## src/rtl/ps2_host_tx_if.sv

```systemverilog
// ps2_host_tx_if: command-byte handshake between a user and the PS/2 host
// transmitter.
//
// Handshake: a byte transfers on a clk edge where tx_valid && tx_ready are
// both high. The master may raise tx_valid at any time and holds tx_data
// stable while tx_valid is high; tx_ready never depends combinationally on
// tx_valid. tx_done / tx_err are single-cycle completion pulses (never both
// high), busy is high from the accept edge until the block is idle again.
interface ps2_host_tx_if;
    logic [7:0] tx_data;
    logic       tx_valid;
    logic       tx_ready;
    logic       tx_done;
    logic       tx_err;
    logic       busy;

    modport master (
        output tx_data,
        output tx_valid,
        input  tx_ready,
        input  tx_done,
        input  tx_err,
        input  busy
    );

    modport slave (
        input  tx_data,
        input  tx_valid,
        output tx_ready,
        output tx_done,
        output tx_err,
        output busy
    );
endinterface

```

## src/rtl/ps2_host_tx.sv

```systemverilog
// ps2_host_tx: host-to-device PS/2 byte transmitter (keyboard commands).
// Inhibits the bus, issues the request-to-send, shifts 8 data bits LSB-first
// plus odd parity and stop on device clock falling edges, then checks the
// device ACK. Both PS/2 lines are open-drain: *_oe = 1 pulls the line low.
// Optional macro PS2_HOST_TX_TIMEOUT_EN adds a watchdog that aborts the frame
// when the device stops clocking; without it the block waits indefinitely.
module ps2_host_tx #(
    parameter int unsigned CLK_HZ      = 100000000,
    parameter int unsigned INHIBIT_CYC = 12000,
    parameter int unsigned TIMEOUT_CYC = 200000
) (
    input  logic               clk,
    input  logic               rst,
    ps2_host_tx_if.slave       tx,
    input  logic               ps2_clk_in,
    input  logic               ps2_data_in,
    output logic               ps2_clk_oe,
    output logic               ps2_data_oe,
    output logic [2:0]         dbg_state
);

    if (CLK_HZ < 1 || INHIBIT_CYC < 1 || TIMEOUT_CYC < 1) begin : g_bad_params
        $error("ps2_host_tx: CLK_HZ, INHIBIT_CYC and TIMEOUT_CYC must be nonzero");
    end

    localparam int IW = $clog2(INHIBIT_CYC + 1);
    localparam logic [IW-1:0] INH_LAST = IW'(INHIBIT_CYC - 1);

    typedef enum logic [2:0] {
        S_IDLE    = 3'd0,
        S_INHIBIT = 3'd1,
        S_REQ     = 3'd2,
        S_SHIFT   = 3'd3,
        S_ACK     = 3'd4,
        S_WAIT_HI = 3'd5
    } state_t;

    state_t         state_q, state_d;
    logic [IW-1:0]  cnt_q, cnt_d;
    logic [3:0]     bit_q, bit_d;
    logic [8:0]     frame_q, frame_d;
    logic           clk_oe_q, clk_oe_d;
    logic           data_oe_q, data_oe_d;
    logic           done_q, done_d;
    logic           err_q, err_d;
    logic           rdy_q;
    logic           clk_s1_q, clk_s2_q, clk_s3_q;
    logic           data_s1_q, data_s2_q;
    logic           fe;

`ifdef PS2_HOST_TX_TIMEOUT_EN
    localparam int WW = $clog2(TIMEOUT_CYC + 1);
    localparam logic [WW-1:0] WD_LAST = WW'(TIMEOUT_CYC - 1);
    logic [WW-1:0]  wd_q, wd_d;
`endif

    // Two-flop synchronizers plus one history flop for clock edge detection;
    // idle bus level is high so they reset to 1.
    always_ff @(posedge clk or posedge rst) begin
        if (rst) begin
            clk_s1_q  <= 1'b1;
            clk_s2_q  <= 1'b1;
            clk_s3_q  <= 1'b1;
            data_s1_q <= 1'b1;
            data_s2_q <= 1'b1;
        end else begin
            clk_s1_q  <= ps2_clk_in;
            clk_s2_q  <= clk_s1_q;
            clk_s3_q  <= clk_s2_q;
            data_s1_q <= ps2_data_in;
            data_s2_q <= data_s1_q;
        end
    end

    assign fe = clk_s3_q & ~clk_s2_q;

    // State, counters and registered line drivers / completion pulses.
    always_ff @(posedge clk or posedge rst) begin
        if (rst) begin
            state_q   <= S_IDLE;
            cnt_q     <= '0;
            bit_q     <= '0;
            frame_q   <= '0;
            clk_oe_q  <= 1'b0;
            data_oe_q <= 1'b0;
            done_q    <= 1'b0;
            err_q     <= 1'b0;
            rdy_q     <= 1'b0;
`ifdef PS2_HOST_TX_TIMEOUT_EN
            wd_q      <= '0;
`endif
        end else begin
            state_q   <= state_d;
            cnt_q     <= cnt_d;
            bit_q     <= bit_d;
            frame_q   <= frame_d;
            clk_oe_q  <= clk_oe_d;
            data_oe_q <= data_oe_d;
            done_q    <= done_d;
            err_q     <= err_d;
            rdy_q     <= 1'b1;
`ifdef PS2_HOST_TX_TIMEOUT_EN
            wd_q      <= wd_d;
`endif
        end
    end

    // Next-state logic; every return to IDLE releases both lines on that edge.
    always_comb begin
        state_d   = state_q;
        cnt_d     = cnt_q;
        bit_d     = bit_q;
        frame_d   = frame_q;
        clk_oe_d  = clk_oe_q;
        data_oe_d = data_oe_q;
        done_d    = 1'b0;
        err_d     = 1'b0;
`ifdef PS2_HOST_TX_TIMEOUT_EN
        wd_d      = wd_q;
`endif
        case (state_q)
            S_IDLE: begin
                clk_oe_d  = 1'b0;
                data_oe_d = 1'b0;
                if (tx.tx_valid && rdy_q) begin
                    frame_d  = {~^tx.tx_data, tx.tx_data};
                    bit_d    = '0;
                    cnt_d    = '0;
                    clk_oe_d = 1'b1;
                    state_d  = S_INHIBIT;
                end
            end
            S_INHIBIT: begin
                clk_oe_d = 1'b1;
                if (cnt_q == INH_LAST) begin
                    // Start bit goes low while the clock is still held, so the
                    // device never sees a released clock with data high.
                    data_oe_d = 1'b1;
                    state_d   = S_REQ;
`ifdef PS2_HOST_TX_TIMEOUT_EN
                    wd_d      = '0;
`endif
                end else begin
                    cnt_d = cnt_q + 1'b1;
                end
            end
            S_REQ: begin
                data_oe_d = 1'b1;
                clk_oe_d  = 1'b0;
                state_d   = S_SHIFT;
            end
            S_SHIFT: begin
                if (fe) begin
                    if (bit_q == 4'd9) begin
                        data_oe_d = 1'b0;
                        state_d   = S_ACK;
                    end else begin
                        data_oe_d = ~frame_q[bit_q];
                        bit_d     = bit_q + 1'b1;
                    end
                end
            end
            S_ACK: begin
                if (fe) begin
                    clk_oe_d  = 1'b0;
                    data_oe_d = 1'b0;
                    if (!data_s2_q) begin
                        state_d = S_WAIT_HI;
                    end else begin
                        err_d   = 1'b1;
                        state_d = S_IDLE;
                    end
                end
            end
            S_WAIT_HI: begin
                if (clk_s2_q && data_s2_q) begin
                    done_d    = 1'b1;
                    clk_oe_d  = 1'b0;
                    data_oe_d = 1'b0;
                    state_d   = S_IDLE;
                end
            end
            default: begin
                clk_oe_d  = 1'b0;
                data_oe_d = 1'b0;
                state_d   = S_IDLE;
            end
        endcase
`ifdef PS2_HOST_TX_TIMEOUT_EN
        // Watchdog over the device-clocked part of the frame; a timeout
        // overrides any completion in the same cycle so done/err stay exclusive.
        if (state_q == S_REQ || state_q == S_SHIFT ||
            state_q == S_ACK || state_q == S_WAIT_HI) begin
            if (fe) begin
                wd_d = '0;
            end else if (wd_q == WD_LAST) begin
                err_d     = 1'b1;
                done_d    = 1'b0;
                clk_oe_d  = 1'b0;
                data_oe_d = 1'b0;
                state_d   = S_IDLE;
            end else begin
                wd_d = wd_q + 1'b1;
            end
        end
`endif
    end

    assign tx.tx_ready = rdy_q && (state_q == S_IDLE);
    assign tx.busy     = (state_q != S_IDLE);
    assign tx.tx_done  = done_q;
    assign tx.tx_err   = err_q;
    assign ps2_clk_oe  = clk_oe_q;
    assign ps2_data_oe = data_oe_q;
    assign dbg_state   = state_q;

endmodule

```

## src/flat_wrapper.sv

```systemverilog
// flat-port wrapper written by rule: the top's interface ports become plain ports
module ps2_host_tx_flat 
#(
    parameter int unsigned CLK_HZ      = 100000000,
    parameter int unsigned INHIBIT_CYC = 12000,
    parameter int unsigned TIMEOUT_CYC = 200000
)
  (clk, rst, ps2_clk_in, ps2_data_in, ps2_clk_oe, ps2_data_oe, dbg_state, tx_tx_data, tx_tx_valid, tx_tx_ready, tx_tx_done, tx_tx_err, tx_busy);
  ps2_host_tx_if tx_i ();
  input  logic clk;
  input  logic rst;
  input  logic ps2_clk_in;
  input  logic ps2_data_in;
  output logic ps2_clk_oe;
  output logic ps2_data_oe;
  output logic [2:0] dbg_state;
  input wire logic [$bits(tx_i.tx_data)-1:0] tx_tx_data;
  input wire logic [$bits(tx_i.tx_valid)-1:0] tx_tx_valid;
  output wire logic [$bits(tx_i.tx_ready)-1:0] tx_tx_ready;
  output wire logic [$bits(tx_i.tx_done)-1:0] tx_tx_done;
  output wire logic [$bits(tx_i.tx_err)-1:0] tx_tx_err;
  output wire logic [$bits(tx_i.busy)-1:0] tx_busy;
  assign tx_i.tx_data = tx_tx_data;
  assign tx_i.tx_valid = tx_tx_valid;
  assign tx_tx_ready = tx_i.tx_ready;
  assign tx_tx_done = tx_i.tx_done;
  assign tx_tx_err = tx_i.tx_err;
  assign tx_busy = tx_i.busy;
  ps2_host_tx #(.CLK_HZ(CLK_HZ), .INHIBIT_CYC(INHIBIT_CYC), .TIMEOUT_CYC(TIMEOUT_CYC)) u_core (.clk(clk), .rst(rst), .tx(tx_i), .ps2_clk_in(ps2_clk_in), .ps2_data_in(ps2_data_in), .ps2_clk_oe(ps2_clk_oe), .ps2_data_oe(ps2_data_oe), .dbg_state(dbg_state));
endmodule
```

## config.mk

```make
export PLATFORM = sky130hd
export DESIGN_NAME = ps2_host_tx_flat
export DESIGN_NICKNAME = d
export VERILOG_FILES = /design/src/rtl/ps2_host_tx_if.sv /design/src/rtl/ps2_host_tx.sv /design/src/flat_wrapper.sv
export SDC_FILE = /design/constraint.sdc
export NUM_CORES = 1
export LEC_CHECK = 0
export BUFFER_PORTS_ARGS = -buffer_cell sky130_fd_sc_hd__buf_2
export CELL_PAD_IN_SITES_DETAIL_PLACEMENT = 0
export CELL_PAD_IN_SITES_GLOBAL_PLACEMENT = 1
export CORE_UTILIZATION = 49
export DETAILED_ROUTE_END_ITERATION = 8
export PLACE_DENSITY_LB_ADDON = 0.08
export SLEW_MARGIN = 20
export SYNTH_ARGS = -nofsm -noshare
export SYNTH_HDL_FRONTEND = slang
export SYNTH_SLANG_ARGS = --single-unit
```

## constraint.sdc

```tcl
create_clock -name clk -period 5 [get_ports clk]
set_input_delay 1 -clock clk [delete_from_list [all_inputs] [get_ports clk]]
set_output_delay 1 -clock clk [all_outputs]
set_load 0.02 [all_outputs]
```

======== After elaboration in Yosys (flattened, before gate mapping) ========
Index checks and enable logic that the tools add are counted.
word-level totals
  bits in registers ....................... 40
  word-level logic and storage cells ...... 80
  output and inout port bits .............. 9
  bits of input ports ..................... 13
operators by class
  equality and inequality tests ........... 15
  reductions and logical operators ........ 14
  add/sub/neg operators ................... 2
  bitwise operators ....................... 4
  mux-type cells .......................... 30
  order comparisons ....................... 1
operator list
  operator                                                     number
  2-to-1 mux 14 bit                                            2
  one-hot mux 14 bit (2 select lines)                          1
  2-to-1 mux 3 bit                                             7
  one-hot mux 3 bit (6 select lines)                           1
  adder 14 x 1 -> 14 bit (second input constant)               1
  == test 14 bit (second input constant)                       1
  2-to-1 mux 1 bit                                             12
  2-to-1 mux 4 bit                                             3
  != test 2 x 1 -> 1 bit (second input constant)               6
  one-hot mux 1 bit (5 select lines)                           2
  one-hot mux 4 bit (2 select lines)                           1
  AND reduction 4 bit                                          2
  XNOR reduction 8 bit                                         1
  == test 3 x 2 -> 1 bit (second input constant)               2
  == test 3 bit (second input constant)                        2
  AND reduction 3 bit                                          2
  AND reduction 6 bit                                          1
  less-than comparator 4 x 5 -> 1 bit (second input constant)  1
  adder 4 x 1 -> 4 bit (second input constant)                 1
  binary-select mux 1 bit (select 4 bit)                       1
  == test 4 bit (second input constant)                        1
  != test 2 bit (second input constant)                        2
  nonzero test 2 bit                                           2
  == test 3 x 1 -> 1 bit (second input constant)               1
  other kinds (6)                                              10

======== Depth between registers and ports, before layout ========
Gate-level depths: netlist of run 1.
  depth after elaboration ................. 6
  mapped depth ............................ 6
  mapped depth without buffers ............ 6

======== Worst setup path after synthesis of run 1 ========
OpenSTA, ideal clock, no wires.
  path type ............................... reg2out
  start point ............................. register u_core.state_q[0], in the netlist u_core.dbg_state[0]
  end point ............................... output port tx_tx_ready
  arrival time ............................ 1336 ps
  data required time ...................... 4000 ps
  path slack .............................. 2664 ps
  buffers on the path ..................... 0
  stages on the path, launching flop included .. 3
  cells stage by stage .................... dfrtp_1 > or3_1 > nor2_1
on the way
  longest elaborated chain between the ends .. 2
ends and longest elaborated chain
  item                    RTL line            RTL
  start, declared         ps2_host_tx.sv:38   state_t state_q, state_d;
  start signal, assigned  ps2_host_tx.sv:93   state_q <= state_d;
  logical NOT 3 bit       ps2_host_tx.sv:209  assign tx.tx_ready = rdy_q && (state_q == S_IDLE);
  logical AND 1 bit       ps2_host_tx.sv:209
  end, declared           flat_wrapper.sv:19  output wire logic [$bits(tx_i.tx_ready)-1:0] tx_tx_ready;
No other way between the ends.

======== Worst setup path after layout of run 1 ========
Ends and elaborated chain as after synthesis.

==> results.tsv, run 1 <==
metric	value	unit
grt_antenna_before_repair	0	
postCtsSetupBuffers	0	
fin_hold_ws	0.3598	ns
worstReg2RegStart	u_core.dbg_state[0]$_DFFE_PP0P_	
rows	23	
r2r_slack	2.74	ns
hold_path_class	reg2reg	
fin_setup_tns	0	ns
multi_input_area	974.7	um^2
rsz0062_at_grt	false	
slowest_delay	0.54	ns
powerDensity	254.5	nW/um^2
ff2ff_path_depth	6	
hpwl	2767	um
hold-path-endpoint	u_core.data_s2_q$_DFF_PP1_	
firstDrtPassIters	4	
critical_path_class	reg2out	
cp.buffers_inverters	1	
period_share	51.49	%
setup.worst_path.start_class	flip-flop	
worst_pin_slew	0.6257	ns
crit_path_end_kind	output pin	
vias	1478	
maxCapViolations	0	
die_w	66.48	um
ys_seq_elements	40	
cp_slowest_cell	dfrtp_1	
insertion_delay	0.29	ns
die_y	66.48	um
finalHoldViolCount	0	
fillerInstances	372	
wl_per_cell	14.99	um
fp.coreArea	4000	um^2
cts-root-buf	clkbuf_8	
gp_congestion	0.8008	
fin_cells	267	
cts_resized	0	
irDropWorstVdd	0.0001929	V
cts_tree	built	
initial_core_util	50.92	%
cts-htree-levels	2	
drv_slew	0	
rr_endpoint	u_core.bit_q[3]$_DFFE_PP0P_	
final_util	56.83	%
pin_count	22	
ant_nets	0	
grtUsageTotal	21.18	%
netlist_area	2037	um^2
wl	4003	um
status	completed	
critPathRequiredTime	4.00	ns
layout_common_cells	35 x dfrtp_1, 21 x buf_2, 20 x nor2_1, 17 x nand2_1, 15 x xnor2_1	
seq_area	1007	um^2
path_cells	or3_1 -> nor2_1 -> buf_2	
drc	0	
cts_inserted_buffers	5	
yosysSeqAreaShare	49.45	%
grt_pass1_vias	1487	
syn_to_final_growth	11.61	%
slew_headroom	58.14	%
final.min_clock_period	2.574	ns
die_area	4419	um^2
avgSynthCellArea	10.61	um^2
synth_cell_types	50	
final_nets	232	
synth_edf_count	0	
fmax	0.3884	GHz
netlist_instances	192	
holdCritStartpoint	u_core.data_s1_q$_DFF_PP1_	
grt_pass1_wl	6879	um
numPortBuffers	21	
grt_remaining_overflow	0	
clk_pin_slew_worst_paths	0.08	ns
cp-startpoint	u_core.dbg_state[0]$_DFFE_PP0P_	
clock_skew	0.004699	ns
cp_top_family	simple AND/OR/NAND/NOR gates	
leakage	1.033	nW
synth_ff_type	dfrtp_1	
yosys_warnings	0	
setup-violations-final	0	
drt-vias-per-instance	5.536	
first_iter_violations	99	
cts_hold_buf	0	
grt_max_degree	41	
synth_nets	208	
final_common_cell	dfrtp_1	
synthArstFlopShare	100.0	%
cts_buffer_depth	2	
antenna_cells	0	
worstHoldPathCells	0	
place_inst	259	
cp.arrival	1.57	ns
layout-drive-gt1-share	25.35	%
cts_sinks	40	
cp_max_fo	16	
worst max-delay path by stage:
stage / end / depth (start not counted) / slack (ns)
2_1_floorplan: tx_tx_ready / 2 / 2.66
3_3_place_gp: u_core.bit_q[3]$_DFFE_PP0P_ / 7 / 2.70
3_5_place_dp: u_core.bit_q[3]$_DFFE_PP0P_ / 7 / 2.65
4_1_cts: tx_tx_ready / 3 / 2.43
5_1_grt: tx_tx_ready / 3 / 2.36
6_report: tx_tx_ready / 3 / 2.43
logic make-up after synthesis:
logic type / count (synthesis) / synth area share (%)
buffers and inverters: 11 / 2.703
AND/OR/NAND/NOR: 79 / 20.39
adder cells (fa/ha/maj): 3 / 1.843
multiplexers: 11 / 6.818
flip-flops: 40 / 49.45
XOR/XNOR: 18 / 7.740
AO/OA/AOI/OAI: 29 / 10.87
other: 1 / 0.1841
registers in the layout, indices dropped and copies added (netlist names):
register and flops:
u_core.cnt_q 14, u_core.frame_q 9, u_core.bit_q 4, u_core.dbg_state 3, u_core.clk_s1_q 1, u_core.clk_s2_q 1, u_core.clk_s3_q 1, u_core.data_s1_q 1
u_core.data_s2_q 1, u_core.ps2_clk_oe 1, u_core.ps2_data_oe 1, u_core.rdy_q 1, u_core.tx.tx_done 1, u_core.tx.tx_err 1
layout make-up:
| type | instances | area share [%] |
|---|---|---|
| inverter | 5 | 0.8255 |
| timing repair buffer | 23 | 5.283 |
| multi-input combinational | 141 | 42.87 |
| tap | 50 | 2.752 |
| clock buffer | 8 | 3.963 |
| sequential | 40 | 44.30 |
cells in the mapped netlist, types with 2 or more instances:
library cell | n | area share [%]
dfrtp_1 | 35 | 43
nor2_1 | 20 | 3.7
nand2_1 | 17 | 3.1
xnor2_1 | 15 | 6.4
mux2_2 | 9 | 5.0
nor2b_1 | 8 | 2.5
o21ai_0 | 7 | 1.7
nand3_1 | 6 | 1.5
nor3_1 | 6 | 1.5
a21oi_1 | 5 | 1.2
dfstp_2 | 5 | 6.4
inv_1 | 5 | 0.92
ha_1 | 3 | 1.8
nand4_1 | 3 | 0.92
nor4_1 | 3 | 0.92
o22ai_1 | 3 | 0.92
xor2_1 | 3 | 1.3
a2111oi_0 | 2 | 0.86
and3_1 | 2 | 0.61
buf_2 | 2 | 0.49
clkbuf_1 | 2 | 0.37
nand2b_1 | 2 | 0.61
or3_1 | 2 | 0.61
through the flow:
step	cell area (um^2)	worst slack, ns	power, mW
after floorplan	2037	2.664	0.3512
after global placement	2183	2.699	0.3606
after detailed placement	2183	2.649	0.3615
after CTS	2273	2.427	0.5819
after global routing	2273	2.361	0.5986
final	2273	2.426	0.5786
power by group:
group          internal (mW)  leakage, nW  switching, mW
clock network          0.113       0.0455          0.111
logic                 0.0115        0.484         0.0145
registers              0.327        0.504        0.00159
total                  0.452         1.03          0.127
layer usage:
layer	vias to the layer above	track usage [%]	part of all wire, %
met4	0	8.245	2.0
met1	711	26.69	45
li1	722	-	-
met5	-	0	0
met3	9	5.137	3.3
met2	36	34.95	50
Power figures use the tool's default switching activity.
==> run 2, diff against run 1 <==
Settings changed: CORE_UTILIZATION 49 to 41.
Clock period 5 ns to 2.3 ns, I/O delays scaled along.
==> run 2 against run 1 <==
Combinational power increased by 120%. Register-to-register slack got worse by 2.5 ns. Global-route usage decreased by 3.7 points. Clock skew increased by 0.0053 ns. Worst setup slack got worse by 2.2 ns. Sequential share of layout area decreased by 1.8 points. Die area increased by 19%. Cell count increased by 8.2%. Via count decreased by 0.47%. Flip-flop and latch count unchanged. Critical endpoint is now u_core.dbg_state[0]$_DFFE_PP0P_. Largest power group unchanged.
==> results.tsv, run 2 (same netlist as run 1, synthesis figures left out) <==
metric	value	unit
clock_skew	0.01003	ns
initial_core_util	42.84	%
setup_ws	0.1904	ns
drc	0	
die_w	72.49	um
place_inst	281	
antenna_cells	0	
crit_path_end_kind	flip-flop	
ant_nets	0	
numPortBuffers	21	
final_util	49.82	%
cts-root-buf	clkbuf_8	
cts_inserted_buffers	5	
grt_remaining_overflow	0	
regMostFlops	u_core.cnt_q	
worst_pin_slew	0.6165	ns
rows	25	
powerDensity	591.0	nW/um^2
final_common_cell	dfrtp_1	
clk_pin_slew_worst_paths	0.08	ns
maxCapViolations	0	
setup.worst_path.start_class	flip-flop	
first_iter_violations	69	
period_share	91.72	%
hold_path_class	in2reg	
cts-htree-levels	2	
grt_pass1_wl	6941	um
fin_setup_tns	0	ns
cp.arrival	2.28	ns
fin_cells	289	
pin_count	22	
met2_length	1958	um
grt_max_degree	41	
drt-vias-per-instance	5.090	
finalHoldViolCount	0	
grt_pass1_vias	1536	
place_area	2242	um^2
cts_hold_buf	0	
status	completed	
fmax	0.4740	GHz
wl_per_cell	13.62	um
layout_common_cells	35 x dfrtp_1, 21 x buf_2, 20 x nor2_1, 17 x nand2_1, 15 x xnor2_1	
cts_buffer_depth	2	
final_nets	237	
leakage	1.077	nW
cts_sinks	40	
hpwl	2704	um
cp_max_fo	10	
cts_resized	0	
wl_met1	1837	um
slew_headroom	58.76	%
fillerInstances	460	
fp.coreArea	4755	um^2
layout-drive-gt1-share	27.93	%
critPathRequiredTime	2.48	ns
largest_reg_flops	14	
cts_tree	built	
drv_slew	0	
grt_antenna_before_repair	0	
irDropWorstVdd	0.0003673	V
critical_path_class	reg2reg	
rsz0062_at_grt	false	
die_y	72.49	um
design_area	2369	um^2
gp_congestion	0.7794	
met3_wirelength	102	um
insertion_delay	0.29	ns
setup-violations-final	0	
syn_to_final_growth	16.28	%
vias	1471	
grtUsageTotal	17.44	%
postCtsSetupBuffers	0	
largest_registers	u_core.cnt_q x14, u_core.frame_q x9, u_core.bit_q x4	
final.min_clock_period	2.110	ns
place_ws	0.08367	ns
die_area	5254	um^2
firstDrtPassIters	4	
top_layer	met4	
wl	3936	um
[run 2: worst paths after layout]
kind                                              from                               to  slack (ns)  cells past startpoint
max in group asynchronous                          rst       u_core.data_s2_q$_DFF_PP1_        1.65                      3
hold reg to reg              u_core.clk_s1_q$_DFF_PP1_        u_core.clk_s2_q$_DFF_PP1_        0.36                      0
min in group asynchronous                          rst      u_core.cnt_q[2]$_DFFE_PP0P_        0.27                      3
hold / removal                              ps2_clk_in        u_core.clk_s1_q$_DFF_PP1_        0.26                      1
setup / recovery           u_core.cnt_q[8]$_DFFE_PP0P_  u_core.dbg_state[0]$_DFFE_PP0P_        0.19                      4
setup reg to reg           u_core.cnt_q[8]$_DFFE_PP0P_  u_core.dbg_state[0]$_DFFE_PP0P_        0.19                      4
[run 2: per-layer routing]
| layer | vias up | GRT usage (%) |
|---|---|---|
| met3 | 4 | 4.167 |
| met5 | - | 0 |
| li1 | 740 | - |
| met4 | 0 | 6.754 |
| met2 | 18 | 28.56 |
| met1 | 709 | 22.34 |
[run 2: report_power, final]
group / switching (mW) / leakage, nW / internal (mW)
Sequential: 0.00346 / 0.504 / 0.712
Combinational: 0.0311 / 0.509 / 0.0249
Clock: 0.245 / 0.0645 / 0.383
Total: 0.280 / 1.08 / 1.12
[run 2: area by class of cell]
| class | count | area [um^2] | area share, % |
|---|---|---|---|
| flip-flops and latches | 40 | 1007 | 42.53 |
| multi-input cells | 141 | 974.7 | 41.15 |
| repair buffers | 28 | 157.7 | 6.656 |
| clock buffers | 7 | 96.34 | 4.068 |
| well taps | 67 | 83.83 | 3.539 |
| clock inverters | 1 | 30.03 | 1.268 |
| inverters | 5 | 18.77 | 0.7924 |
[run 2: critical path, stage by stage, from the launching register on]
cell and delay [ns]:
dfrtp_1 0.44, or4b_4 0.55, o41ai_4 0.52, nand3_2 0.16, mux2_4 0.32
[run 2: metrics by stage]
step | hold WS, ns | power (mW)
floorplan | 0.3452 | 0.7634
global placement | 0.3454 | 0.7844
global route | 0.2458 | 1.465
finish | 0.2613 | 1.400
CTS | 0.2487 | 1.427
detailed placement | 0.3468 | 0.7856
